`src/rtl/mdu_iterative.sv`:
```
// Iterative unsigned multiply/divide unit: shift-add multiply and restoring divide,
// one bit per clock, with a single registered write-back cycle to the register file.
module mdu_iterative #(
   parameter int unsigned WIDTH = 16,
   parameter int unsigned ITER  = 16
) (
   input  logic             Clk,
   input  logic             Rst,
   input  logic             Start,
   input  logic [1:0]       Op,
   input  logic [WIDTH-1:0] A,
   input  logic [WIDTH-1:0] B,
   input  logic [3:0]       Dest,
   output logic             Busy,
   output logic             Stall,
   output logic             RegWre,
   output logic [3:0]       WriteReg,
   output logic [WIDTH-1:0] WriteData,
   output logic             Done,
   output logic             DivZero
);

   localparam int unsigned CW = $clog2(ITER);

   typedef enum logic [1:0] {
      IDLE = 2'd0,
      RUN  = 2'd1,
      WB   = 2'd2
   } state_t;

   state_t             state_q, state_d;
   logic [CW-1:0]      cnt_q, cnt_d;
   logic [WIDTH-1:0]   a_q, a_d;
   logic [WIDTH-1:0]   b_q, b_d;
   logic [1:0]         op_q, op_d;
   logic [3:0]         dest_q, dest_d;
   logic [2*WIDTH-1:0] prod_q, prod_d;
   logic [WIDTH-1:0]   rem_q, rem_d;
   logic [WIDTH-1:0]   quo_q, quo_d;
   logic               regwre_q, regwre_d;
   logic [3:0]         wreg_q, wreg_d;
   logic [WIDTH-1:0]   wdata_q, wdata_d;
   logic               done_q, done_d;
   logic               divzero_q, divzero_d;

   logic [2*WIDTH-1:0] addend;
   logic [CW-1:0]      dvd_idx;
   logic [WIDTH:0]     rem_sh;
   logic               no_borrow;
   logic               div_by_zero;
   logic [WIDTH-1:0]   result;

   always_comb begin
      state_d   = state_q;
      cnt_d     = cnt_q;
      a_d       = a_q;
      b_d       = b_q;
      op_d      = op_q;
      dest_d    = dest_q;
      prod_d    = prod_q;
      rem_d     = rem_q;
      quo_d     = quo_q;
      regwre_d  = regwre_q;
      wreg_d    = wreg_q;
      wdata_d   = wdata_q;
      done_d    = done_q;
      divzero_d = divzero_q;

      addend      = b_q[cnt_q] ? ({{WIDTH{1'b0}}, a_q} << cnt_q) : '0;
      dvd_idx     = CW'(WIDTH - 1) - cnt_q;
      rem_sh      = {rem_q, a_q[dvd_idx]};
      // Partial remainder never exceeds the divisor, so the low WIDTH bits of the difference are exact.
      no_borrow   = (rem_sh >= {1'b0, b_q});
      div_by_zero = (b_q == '0);
      result      = '0;

      case (state_q)
         IDLE: begin
            if (Start) begin
               a_d     = A;
               b_d     = B;
               op_d    = Op;
               dest_d  = Dest;
               prod_d  = '0;
               rem_d   = '0;
               quo_d   = '0;
               cnt_d   = '0;
               state_d = RUN;
            end
         end
         RUN: begin
            prod_d = prod_q + addend;
            rem_d  = no_borrow ? (rem_sh[WIDTH-1:0] - b_q) : rem_sh[WIDTH-1:0];
            quo_d  = {quo_q[WIDTH-2:0], no_borrow};
            cnt_d  = cnt_q + 1'b1;
            if (cnt_q == CW'(ITER - 1)) begin
               case (op_q)
                  2'b00:   result = prod_d[WIDTH-1:0];
                  2'b01:   result = prod_d[2*WIDTH-1:WIDTH];
                  2'b10:   result = div_by_zero ? '1 : quo_d;
                  default: result = div_by_zero ? a_q : rem_d;
               endcase
               wdata_d   = result;
               wreg_d    = dest_q;
               regwre_d  = (dest_q != 4'd0);
               done_d    = 1'b1;
               divzero_d = op_q[1] & div_by_zero;
               state_d   = WB;
            end
         end
         WB: begin
            regwre_d  = 1'b0;
            done_d    = 1'b0;
            divzero_d = 1'b0;
            state_d   = IDLE;
         end
         default: state_d = IDLE;
      endcase
   end

   always_ff @(posedge Clk or posedge Rst) begin
      if (Rst) begin
         state_q   <= IDLE;
         cnt_q     <= '0;
         a_q       <= '0;
         b_q       <= '0;
         op_q      <= '0;
         dest_q    <= '0;
         prod_q    <= '0;
         rem_q     <= '0;
         quo_q     <= '0;
         regwre_q  <= 1'b0;
         wreg_q    <= '0;
         wdata_q   <= '0;
         done_q    <= 1'b0;
         divzero_q <= 1'b0;
      end else begin
         state_q   <= state_d;
         cnt_q     <= cnt_d;
         a_q       <= a_d;
         b_q       <= b_d;
         op_q      <= op_d;
         dest_q    <= dest_d;
         prod_q    <= prod_d;
         rem_q     <= rem_d;
         quo_q     <= quo_d;
         regwre_q  <= regwre_d;
         wreg_q    <= wreg_d;
         wdata_q   <= wdata_d;
         done_q    <= done_d;
         divzero_q <= divzero_d;
      end
   end

   assign Busy      = (state_q != IDLE);
   assign Stall     = Busy | (Start & (state_q == IDLE));
   assign RegWre    = regwre_q;
   assign WriteReg  = wreg_q;
   assign WriteData = wdata_q;
   assign Done      = done_q;
   assign DivZero   = divzero_q;

endmodule
```
`config.mk`:
```
export PLATFORM = sky130hd
export DESIGN_NAME = mdu_iterative
export DESIGN_NICKNAME = d
export VERILOG_FILES = /design/src/rtl/mdu_iterative.sv
export SDC_FILE = /design/constraint.sdc
export NUM_CORES = 1
export LEC_CHECK = 0
export ABC_AREA = 1
export CORE_AREA = 2 2 148 150
export DETAILED_ROUTE_END_ITERATION = 7
export DIE_AREA = 0 0 150 152
export MAX_ROUTING_LAYER = met4
export PLACE_DENSITY = 0.76
export REMOVE_ABC_BUFFERS = 1
export SYNTH_ARGS = -nofsm -noshare
export SYNTH_HDL_FRONTEND = slang
export SYNTH_SLANG_ARGS = --single-unit
export TNS_END_PERCENT = 100
```
`constraint.sdc`:
```
create_clock -name Clk -period 5.81 [get_ports Clk]
set_input_delay 1.743 -clock Clk [delete_from_list [all_inputs] [get_ports Clk]]
set_output_delay 1.743 -clock Clk [all_outputs]
set_load 0.02 [all_outputs]
```
==> results of run 1 <==
[path summary, 6_finish.rpt]
path	from	end	slack, ns	depth (start not counted)
hold / removal	WriteReg[0]$_DFFE_PP0P_	WriteReg[0]$_DFFE_PP0P_	0.47	2
hold reg to reg	WriteReg[0]$_DFFE_PP0P_	WriteReg[0]$_DFFE_PP0P_	0.47	2
setup reg to reg	cnt_q[0]$_DFFE_PP0P_	WriteData[14]$_DFFE_PP0P_	1.64	22
setup / recovery	Start	Stall	1.14	4
max in group asynchronous	Rst	a_q[2]$_DFFE_PP0P_	3.04	3
min in group asynchronous	Rst	prod_q[11]$_DFFE_PP0P_	1.87	2
[layer usage]
layer,track usage,vias to the layer above,routed length [µm]
li1,-,5104,-
met1,0.355,4783,13100
met2,0.472,428,15000
met3,0.0462,98,2020
met4,0.127,0,1410
met5,-,-,0
[cells in the mapped netlist, types with 2 or more instances]
cell type,number
a21oi_1,48
buf_1,2
inv_1,237
a32o_1,9
o21ai_0,141
nand3_1,106
or2_2,3
nand2_2,9
nor2_2,5
dfrtp_1,130
clkbuf_1,33
o21bai_1,7
fa_1,2
nor3_1,10
nand4_1,15
ha_1,48
nor2_1,112
nor4_1,3
and2_1,2
xnor2_1,6
xor2_1,13
buf_6,2
o22ai_1,19
nand2_1,564
mux2i_1,2
nand3b_1,10
a21o_1,4
a22o_1,9
o21ai_2,2
nand3_2,2
buf_2,16
buf_4,2
[worst max-delay path, delay by kind of cell]
kind / cells / cell delay [ns]
simple gates: 1 / 0.07
buf+inv: 3 / 1.11
[stage by stage]
| step | instance area, µm² | hold slack (ns) | instances |
|---|---|---|---|
| after CTS | 11500 | 0.478 | 1917 |
| after detailed placement | 10900 | 0.462 | 1885 |
| after floorplan | 9810 | 0.448 | 1526 |
| after global routing | 11500 | 0.490 | 1917 |
| final | 11500 | 0.474 | 1917 |
| after global placement | 10900 | 0.459 | 1885 |
[registers in the layout, summed over array words and instances, names as in the netlist]
register,count
cnt_q,4
Done,1
op_q,2
dest_q,4
quo_q,15
rem_q,16
b_q,16
a_q,16
state_q,2
WriteReg,4
prod_q,32
DivZero,1
WriteData,16
RegWre,1
[logic make-up (layout without fill, tap and decap cells)]
| group | Yosys count | after routing | share of synthesized area |
|---|---|---|---|
| mux | 2 | 2 | 0.00199 |
| compound gates | 244 | 244 | 0.136 |
| xor+xnor | 19 | 19 | 0.0166 |
| fa+ha+maj | 50 | 50 | 0.0637 |
| flops | 130 | 130 | 0.324 |
| buf+inv | 294 | 350 | 0.114 |
| simple gates | 842 | 842 | 0.344 |
[cell type report]
type / count / area, µm²
Clock inverter: 13 / 163
Clock buffer: 19 / 453
Multi-Input combinational cell: 1157 / 5660
Timing Repair Buffer: 79 / 756
Inverter: 239 / 905
Sequential cell: 130 / 3250
Fill cell: 2151 / 9810
Tap cell: 280 / 350
==> impl_results.md, run 1 <==
- Commonest non-fill, non-tap cell in the layout: nand2_1
- Min-Delay Path Class: register to register
- Avg WL per Cell: 16.4 µm
- Die width: ~150 µm
- RSZ-0062 raised after global routing: false
- FMAX: between 200 and 250 MHz
- Final Cycle Share: 0.803
- Detailed Place HPWL: 23600 µm
- Setup crit start kind: input port
- CTS max path bufs: 2
- DR vias/cell: 5.43
- Number of clock sinks: 130
- # resized after CTS: 0
- Vias in the first global route: 10.0k
- Final Skew: between 0.01 and 0.015 ns
- Die height: between 150 and 200 µm
- Max Fanout on Critical Path: 2
- CP most frequent cell: clkdlybuf4s50_1
- Final Slew Violations: 0
- Io pins: 66
- CP Cell Sequence: clkdlybuf4s50_1, inv_1, nand2_1, clkdlybuf4s50_1
- Final WS setup: 1.14 ns
- Crit-path slowest cell: clkdlybuf4s50_1
- Final min period: between 4 and 5 ns
- Nets@finish: 1715
- Clk_lat worst skew: between 0.4 and 0.5 ns
- Root Buffer: clkbuf_16
- Setup CP Type: input port to output pin
- Antenna-violating nets left: 0
- Final Hold Fails: 0
- Maximum number of pins on one net before global-route repair: 93
- Buffers on Ports: 65
- Worst Tran Pin Value: 1.09 ns
- RD Place Congestion: 0.979
- TritonRoute pass-1 iters: 6
- # Post-CTS Setup Buffers: 0
- Most frequent cells in the layout: nand2_1, inv_1, o21ai_0
- N_diodes: 0
- Fin Setup TNS: 0 ns
- DR vias: 10.4k
- Area Growth Syn to Fin: 14.8%
- CTS tree: done
- Worst slack at placement: about 1.1 ns
- Drt total wl: 31500 µm
- Synth area leaders: dfrtp_1, nand2_1, inv_1
- Outcome: complete, no violations
- FFs w/ async S/R, synth: 1.00
- Ys Warns: 0
- Setup violators final: 0
- Top cell type's share of synthesized area: 0.324
- H-tree levels: 4
- Yosys cell types: 40
- Main flop type after synthesis: dfrtp_1
- Mapped Area: 0.0101 mm²
- Register area share after synthesis: 0.324
- Crit path required time: 4.07 ns
- Crit path DAT: 2.92 ns
- Crit. End Element: output pin
- # rows: 54
- Clock slew seen by the registers of the worst setup and hold paths: 0.07 ns
- Synth Instances: 1581
- Overflow after GRT: 0
- 1st-iter DRT viols: 1106
- Layout cells sized above 1: 0.0446
- Hold-fix buffers, CTS: 0
- Max_cap viols: 0
- Post-synthesis register bit count: 130
- Residual DRC: 0
- Cell taking the most area after synthesis: dfrtp_1
- Initial Util: 0.471
- Avg Inst Size Synth: around 6.4 µm²
- Core area: 0.0214 mm²
- Slowest Stage Delay on Critical Path: 0.59 ns
- Die area: 0.0228 mm²
- Total CTS buffers: 17
- Post-synth EDFFs: 0
- Initial antenna violation count: 0
- Post-layout util: 0.541
- Tot GR Track Use: 0.290
- First-pass GRT wire length: just over 50000 µm
- Max_slew headroom: 0.271
Power of run 1 is not shown: default switching activity piles up to over one toggle a cycle in this logic, so the estimate is an artifact.
==> run 2: changes to the inputs <==
==> constraint.sdc (replaced) <==
create_clock -name Clk -period 4.3 [get_ports Clk]
set_input_delay 1.29 -clock Clk [delete_from_list [all_inputs] [get_ports Clk]]
set_output_delay 1.29 -clock Clk [all_outputs]
set_load 0.02 [all_outputs]
==> impl_results.md, run 2 (synthesis gave the netlist of run 1 again) <==
- Outcome: finished, violations left
- Failing checks: DRC
- Hold-fix buffers, CTS: 0
- Initial Util: 0.471
- Residual DRC: 1
- Final Skew: 0.0162 ns
- Buffers on Ports: 65
- Crit. End Element: register
- Fill cells: ~2.2k
- Final Slew Violations: 0
- Total CTS buffers: 17
- # Post-CTS Setup Buffers: 0
- Min-Delay Path Class: register to register
- Root Buffer: clkbuf_16
- Avg WL per Cell: 17.2 µm
- RD Place Congestion: around 1
- Finished Layout Cells: roughly 1.9k
- Crit path required time: 4.62 ns
- Max_cap viols: 0
- # resized after CTS: 0
- Antenna-violating nets left: 0
- Maximum number of pins on one net before global-route repair: between 70 and 80
- Layout cells sized above 1: 0.0463
- Setup crit start kind: register
- Die height: 152 µm
- Final Hold Fails: 0
- FMAX: 261 MHz
- CTS tree: done
- DR vias: between 10k and 15k
- Final min period: 3.83 ns
- Overflow after GRT: 0
- TritonRoute pass-1 iters: 8
- Tot GR Track Use: 0.307
- Nets@finish: 1721
- Area Growth Syn to Fin: 15.1%
- Setup CP Type: register to register
- Crit path DAT: ~4.2 ns
- CTS max path bufs: 2
- N_diodes: 0
- Most frequent cells in the layout: nand2_1, inv_1, o21ai_0
- First-pass GRT wire length: 53400 µm
- Max Fanout on Critical Path: 16
- Max reg flops: 32
- Number of clock sinks: 130
- Initial antenna violation count: 0
- Clock slew seen by the registers of the worst setup and hold paths: approximately 0.06 ns
- Drt total wl: 33000 µm
- 1st-iter DRT viols: 1034
- Detailed Place HPWL: between 20000 and 30000 µm
- H-tree levels: 4
- DR vias/cell: 5.42
- Largest Register: prod_q
- Core area: 0.0214 mm²
- Die width: 150 µm
- Clk_lat worst skew: roughly 0.43 ns
- Commonest non-fill, non-tap cell in the layout: nand2_1
- Die area: 0.0228 mm²
- Vias in the first global route: 10.3k
- # rows: 54
- Max_slew headroom: 0.278
- Final Cycle Share: 0.891
- RSZ-0062 raised after global routing: false
- DP Cell Count: 1891
- Worst Tran Pin Value: 1.08 ns
- Setup violators final: 0
- Io pins: 66
- Post-layout util: 0.542
run 2: cell count changes in the layout (fill, tap and decap cells not counted):
cell        before  now
buf_4           14   18
buf_12           0    2
clkbuf_1         0    2
clkinv_4         2    0
clkbuf_8         2    1
inv_6            6    4
clkinvlp_4       1    5
inv_8            3    0
clkinv_2         0    1
run 2: cell type report:
class | instances | area, µm² | area share
multi-input combinational | 1157 | 5660 | 0.489
sequential | 130 | 3250 | 0.281
inverter | 239 | 905 | 0.0782
timing repair buffer | 85 | 826 | 0.0714
clock buffer | 20 | 447 | 0.0386
tap | 280 | 350 | 0.0303
clock inverter | 11 | 129 | 0.0111
run 2: final timing paths:
path,start,to,slack [ns],depth (start not counted)
worst max-delay path,cnt_q[0]$_DFFE_PP0P_,WriteData[8]$_DFFE_PP0P_,0.47,20
worst min-delay path,WriteReg[1]$_DFFE_PP0P_,WriteReg[1]$_DFFE_PP0P_,0.47,2
worst max register to register,cnt_q[0]$_DFFE_PP0P_,WriteData[8]$_DFFE_PP0P_,0.47,20
worst min register to register,WriteReg[1]$_DFFE_PP0P_,WriteReg[1]$_DFFE_PP0P_,0.47,2
max in group asynchronous,Rst,rem_q[13]$_DFFE_PP0P_,2.15,3
min in group asynchronous,Rst,prod_q[19]$_DFFE_PP0P_,1.29,2
run 2: metrics by stage:
stage	hold WS [ns]	instance area (µm²)	setup slack (ns)	TNS, ns
3_3_place_gp	0.461	11000	0.544	0
6_report	0.473	11600	0.469	0
2_1_floorplan	0.448	9810	-0.459	-59.84
4_1_cts	0.474	11600	0.537	0
3_5_place_dp	0.458	11000	0.537	0
5_1_grt	0.510	11600	0.0645	0
run 2: critical path, stage by stage (launching register included):
cell and delay (ns):
dfrtp_1 0.48, inv_1 0.29, a21oi_1 0.10, o21ai_0 0.08, nand3_1 0.16, nand3_1 0.30
nand2_2 0.29, nand2_1 0.15, inv_1 0.05, ha_1 0.35, nand2_1 0.16, nor2_1 0.21
inv_1 0.08, nor3_1 0.21, nand3_1 0.17, nand3_1 0.11, nand2_1 0.06, nand3_1 0.13
nand3_1 0.15, nor2_1 0.13, nor2_1 0.05
run 2: metal layers:
metal,up-vias,global-route usage,share of wire
met5,-,-,0
met4,0,0.141,0.047
met3,77,0.0414,0.058
met2,405,0.488,0.48
met1,4813,0.389,0.42
li1,5115,-,-
Power of run 2 is left out for the same reason.
